`src/rtl/seq_div4.sv`:
```
// seq_div4: sequential restoring divider, one quotient bit per clock.
//   iClk, iRst_n (async active-low)            clock / reset
//   iStart, iDividend, iDivisor                request + operands, taken in IDLE or DONE
//   oBusy, oDone                               CALC in progress / one-cycle result pulse
//   oQuot, oRem                                results, held until the next DONE
//   oDivZero                                   only with `define ARITH_DIVZERO_CHK_EN
module seq_div4 #(
  parameter int WIDTH = 4
) (
  input  logic             iClk,
  input  logic             iRst_n,
  input  logic             iStart,
  input  logic [WIDTH-1:0] iDividend,
  input  logic [WIDTH-1:0] iDivisor,
  output logic             oBusy,
  output logic             oDone,
  output logic [WIDTH-1:0] oQuot,
  output logic [WIDTH-1:0] oRem
`ifdef ARITH_DIVZERO_CHK_EN
  ,
  output logic             oDivZero
`endif
);
  localparam int CW = $clog2(WIDTH + 1);
  typedef enum logic [1:0] {IDLE, CALC, DONE} state_t;
  state_t state, state_n;
  logic [CW-1:0] cnt;
  logic [WIDTH:0] rem, sh, rem_n;
  logic [WIDTH-1:0] dvd, dvs, dvd_n;
  logic ge, accept, dz, dz_r, last;
  assign accept = iStart && state != CALC;
  assign last = state == CALC && cnt == CW'(1);
`ifdef ARITH_DIVZERO_CHK_EN
  // A zero divisor spends a single CALC cycle so oDone lands one clock after accept.
  assign dz = iDivisor == '0;
`else
  assign dz = 1'b0;
`endif
  // Dividend register doubles as the quotient shift register.
  always_comb begin
    sh = (rem << 1) | {{WIDTH{1'b0}}, dvd[WIDTH-1]};
    ge = sh >= {1'b0, dvs};
    rem_n = ge ? sh - {1'b0, dvs} : sh;
    dvd_n = {dvd[WIDTH-2:0], ge};
  end
  always_ff @(posedge iClk or negedge iRst_n)
    if (!iRst_n) state <= IDLE;
    else state <= state_n;
  always_comb begin
    state_n = accept ? CALC : last ? DONE : state == CALC ? CALC : IDLE;
  end
  always_comb begin
    oBusy = state == CALC;
    oDone = state == DONE;
  end
  always_ff @(posedge iClk or negedge iRst_n)
    if (!iRst_n) begin
      cnt <= '0;
      rem <= '0;
      dvd <= '0;
      dvs <= '0;
      dz_r <= 1'b0;
      oQuot <= '0;
      oRem <= '0;
    end else if (accept) begin
      cnt <= dz ? CW'(1) : CW'(WIDTH);
      rem <= '0;
      dvd <= iDividend;
      dvs <= iDivisor;
      dz_r <= dz;
    end else if (state == CALC) begin
      cnt <= cnt - 1'b1;
      rem <= rem_n;
      dvd <= dvd_n;
      if (last) begin
        oQuot <= dz_r ? '1 : dvd_n;
        oRem <= dz_r ? dvd : rem_n[WIDTH-1:0];
      end
    end
`ifdef ARITH_DIVZERO_CHK_EN
  always_ff @(posedge iClk or negedge iRst_n)
    if (!iRst_n) oDivZero <= 1'b0;
    else if (accept) oDivZero <= 1'b0;
    else if (last) oDivZero <= dz_r;
`endif
endmodule

```
`config.mk`:
```
export PLATFORM = sky130hd
export DESIGN_NAME = seq_div4
export DESIGN_NICKNAME = d
export VERILOG_FILES = /design/src/rtl/seq_div4.sv
export SDC_FILE = /design/constraint.sdc
export NUM_CORES = 1
export LEC_CHECK = 0
export BUFFER_PORTS_ARGS = -buffer_cell sky130_fd_sc_hd__buf_2
export CAP_MARGIN = 40
export CORE_MARGIN = 4
export CORE_UTILIZATION = 35
export DETAILED_ROUTE_END_ITERATION = 16
export PLACE_DENSITY = 0.53
export RECOVER_POWER = 50
export SLEW_MARGIN = 20
export SYNTH_ARGS = -nofsm -noshare
export SYNTH_HDL_FRONTEND = slang
export SYNTH_SLANG_ARGS = --single-unit
export TNS_END_PERCENT = 100
```
`constraint.sdc`:
```
create_clock -name iClk -period 3.7 [get_ports iClk]
set_clock_uncertainty 0.1 [all_clocks]
set_input_delay 0.185 -clock iClk [delete_from_list [all_inputs] [get_ports iClk]]
set_output_delay 0.185 -clock iClk [all_outputs]
set_load 0.02 [all_outputs]
```
==> impl_metrics.env <==
export IMPL_outcome="finished, final reports clean"
export IMPL_grt_max_degree=26
export IMPL_p_sw_w=0.0007116
export IMPL_seqPwrFrac_pct=32.6
export IMPL_avgSynthCellArea_um2=10.04
export IMPL_final_max_slew_viol_count=0
export IMPL_dieArea_mm2=0.004737
export IMPL_via_per_inst=5.010
export IMPL_setup_violations_final=0
export IMPL_multi_input_area_um2=613.1
export IMPL_fp_row_count=21
export IMPL_drt_total_wl_um=2645
export IMPL_worst_slack_ps=1698
export IMPL_cts_tree="done"
export IMPL_synth_top_area_share_pct=48.31
export IMPL_cts_max_level=1
export IMPL_r2r_end="oRem[3]$_DFFE_PN0P_"
export IMPL_min_to="dvs[1]$_DFFE_PN0P_"
export IMPL_root_buffer="clkbuf_8"
export IMPL_design_core_area_mm2=0.003442
export IMPL_drtAntennaViolNets=0
export IMPL_ys_seq_elements=25
export IMPL_cts_sinks=25
export IMPL_r2r_setup_slack_ps=1700
export IMPL_reg2reg_depth=4
export IMPL_ys_seq_area_share_pct=48.31
export IMPL_criticalPathCategory="reg -> reg"
export IMPL_postCtsSetupBuffers=0
export IMPL_tns_ps=0
export IMPL_met1_length_um=1247
export IMPL_synth_cell_types=34
export IMPL_peakVddDrop_v=0.0002951
export IMPL_cts_made_buffers=3
export IMPL_power_leakage_nw=0.6924
export IMPL_syn_nets=147
export IMPL_yosysTopAreaCell="dfrtp_1"
export IMPL_dr_total_vias=987
export IMPL_start_util_pct=37.62
export IMPL_startpoint_type="register"
export IMPL_top_layer_used="met4"
export IMPL_antenna_cells=0
export IMPL_netlist_instances=129
export IMPL_remaining_drc_errors=0
export IMPL_portBuffers=20
export IMPL_final_util_pct=43.15
export IMPL_rsz0062_at_grt="no"
export IMPL_hp_start="iDivisor[1]"
export IMPL_combPwrFrac_pct=57.0
export IMPL_min_path_type="in -> reg"
export IMPL_netlist_area_mm2=0.001295
export IMPL_place_inst=192
export IMPL_die_x_um=68.83
export IMPL_first_pass_iters=4
export IMPL_end_kind="register"
export IMPL_mostFrequentLayoutCell="dfrtp_1"
export IMPL_fillers=337
export IMPL_worstMarginPinSlew_ps=1321
export IMPL_route_met2_wl_um=1210
export IMPL_hpwl_um=1959
export IMPL_clk_path_buf_depth=2
export IMPL_fin_cells=197
export IMPL_clkSlewWorstSetupHoldPaths_ps=90
export IMPL_clk_insertion_delay_late_ps=270
export IMPL_fp_dieH_um=68.83
export IMPL_rr_startpoint="state[1]$_DFF_PN0_"
export IMPL_yosysWarnings=0
export IMPL_min_period_ps=2002
export IMPL_drive_gt1_share_pct=15.89
export IMPL_grt_pass1_wl_um=4381
export IMPL_ff_latch_area_um2=625.6
export IMPL_drt_wirelength_per_cell_um=13.43
export IMPL_ys_flop_type="dfrtp_1"
export IMPL_cp_startpoint="state[1]$_DFF_PN0_"
export IMPL_swShare_pct=45.94
export IMPL_crit_fanout=17
export IMPL_overflow=0
export IMPL_grt_usage_pct=12.62
export IMPL_areaGrowthSynthToFinish_pct=14.69
export IMPL_arrival_ps=2060
export IMPL_place_ws_ps=1682
export IMPL_place_gp_congestion=0.8234
export IMPL_drv_cap=0
export IMPL_final_cell_mix="25 x dfrtp_1, 21 x nand2_1, 14 x buf_2, 9 x inv_1, 8 x nor2_1"
export IMPL_first_iter_violations=33
export IMPL_ioPinCount=21
export IMPL_min_period_over_period_pct=54.10
export IMPL_clockPowerShare_pct=10.4
export IMPL_power_density_mw_per_mm2=1043
export IMPL_async_flop_share_pct=100.0
export IMPL_hold_viol=0
export IMPL_grt_pass1_vias=951
export IMPL_crit_required_ps=3760
export IMPL_whs_path_depth=2
export IMPL_fmax_mhz=499.6
export IMPL_wl_met3_um=147
export IMPL_p_int_w=0.0008373
export IMPL_slew_headroom_pct=11.93
export IMPL_num_nets_final=170
export IMPL_antenna_found_initial=0
export IMPL_synth_edf_count=0
export IMPL_synthTopCellsByArea="dfrtp_1 48%, nand2_1 6.1%, ha_1 5.8%"
==> flip-flops by register name, summed over array words and instances (netlist names) <==
name   count
rem        4
state      2
cnt        3
dvd        4
oQuot      4
dvs        4
oRem       4
==> per-layer routing <==
layer / GRT usage, % / vias to the layer above
li1: - / 491
met1: 16.23 / 464
met2: 20.38 / 28
met3: 2.431 / 4
met4: 5.839 / 0
met5: 0 / -
==> how the worst max path moves through the flow <==
stage | end | slack, ps | cells past startpoint
final | oRem[3]$_DFFE_PN0P_ | 1700 | 4
after global routing | oRem[0]$_DFFE_PN0P_ | 1510 | 6
after CTS | oRem[3]$_DFFE_PN0P_ | 1670 | 4
after detailed placement | oRem[3]$_DFFE_PN0P_ | 1680 | 4
after global placement | oRem[3]$_DFFE_PN0P_ | 1720 | 4
after floorplan | rem[0]$_DFFE_PN0P_ | 2010 | 5
==> timing repair <==
action	in CTS	in global routing
hold endpoints to repair	25	0
gates resized for setup	0	0
hold buffers	1	0
==> power by group through the flow <==
stage	Sequential [W]	Combinational (W)	Clock [W]
floorplan	0.000541	0.000654	0
global placement	0.000506	0.000879	0
detailed placement	0.000512	0.000895	0
CTS	0.000506	0.000901	0.000168
global route	0.000523	0.000988	0.000183
finish	0.000505	0.000883	0.000161
==> cells in the mapped netlist, types with 2 or more instances <==
| cell type | count |
|---|---|
| o21ai_2 | 2 |
| nand3b_1 | 3 |
| nand2b_1 | 2 |
| clkbuf_1 | 2 |
| nor3_1 | 2 |
| or3_1 | 2 |
| nand2_1 | 21 |
| mux2i_1 | 3 |
| mux2_1 | 4 |
| dfrtp_1 | 25 |
| ha_1 | 6 |
| nor2b_1 | 4 |
| o21a_4 | 2 |
| o21ai_0 | 2 |
| o41ai_1 | 2 |
| o31ai_1 | 3 |
| inv_2 | 2 |
| nor2_1 | 8 |
| a31oi_1 | 2 |
| nand3_1 | 2 |
| inv_1 | 9 |
| o21ai_1 | 6 |
| a21oi_1 | 4 |
==> layout make-up <==
class,count,share of cell area [%]
Clock buffer,4,3.033
Inverter,11,2.780
Multi-Input combinational cell,90,41.28
Sequential cell,25,42.12
Tap cell,46,3.875
Timing Repair Buffer,21,6.908
==> per-stage QoR <==
| step | area (um2) | total power, W | hold WS [ps] |
|---|---|---|---|
| after floorplan | 1295 | 0.001195 | -210.6 |
| after global placement | 1438 | 0.001386 | 104.2 |
| after detailed placement | 1438 | 0.001407 | 112.9 |
| after CTS | 1493 | 0.001575 | 18.88 |
| after global routing | 1485 | 0.001694 | 13.01 |
| final | 1485 | 0.001549 | 23.46 |
==> cells by family after synthesis <==
logic type,count (synthesis),share of synthesized area [%]
AOI/OAI and AO/OA,26,14.30
xor gates and xnor gates,1,0.6765
adders and majority gates,7,7.343
buffers and inverters,14,4.348
DFF,25,48.31
muxes,7,5.797
and+or+nand+nor,49,19.23
==> worst max-delay path, cell delays in order, from the launching register on <==
cell,delay (ps)
dfrtp_1,370
nand2b_1,350
inv_2,340
nand2_1,310
o41ai_1,420
No activity file was read; power rests on OpenSTA's default activity.
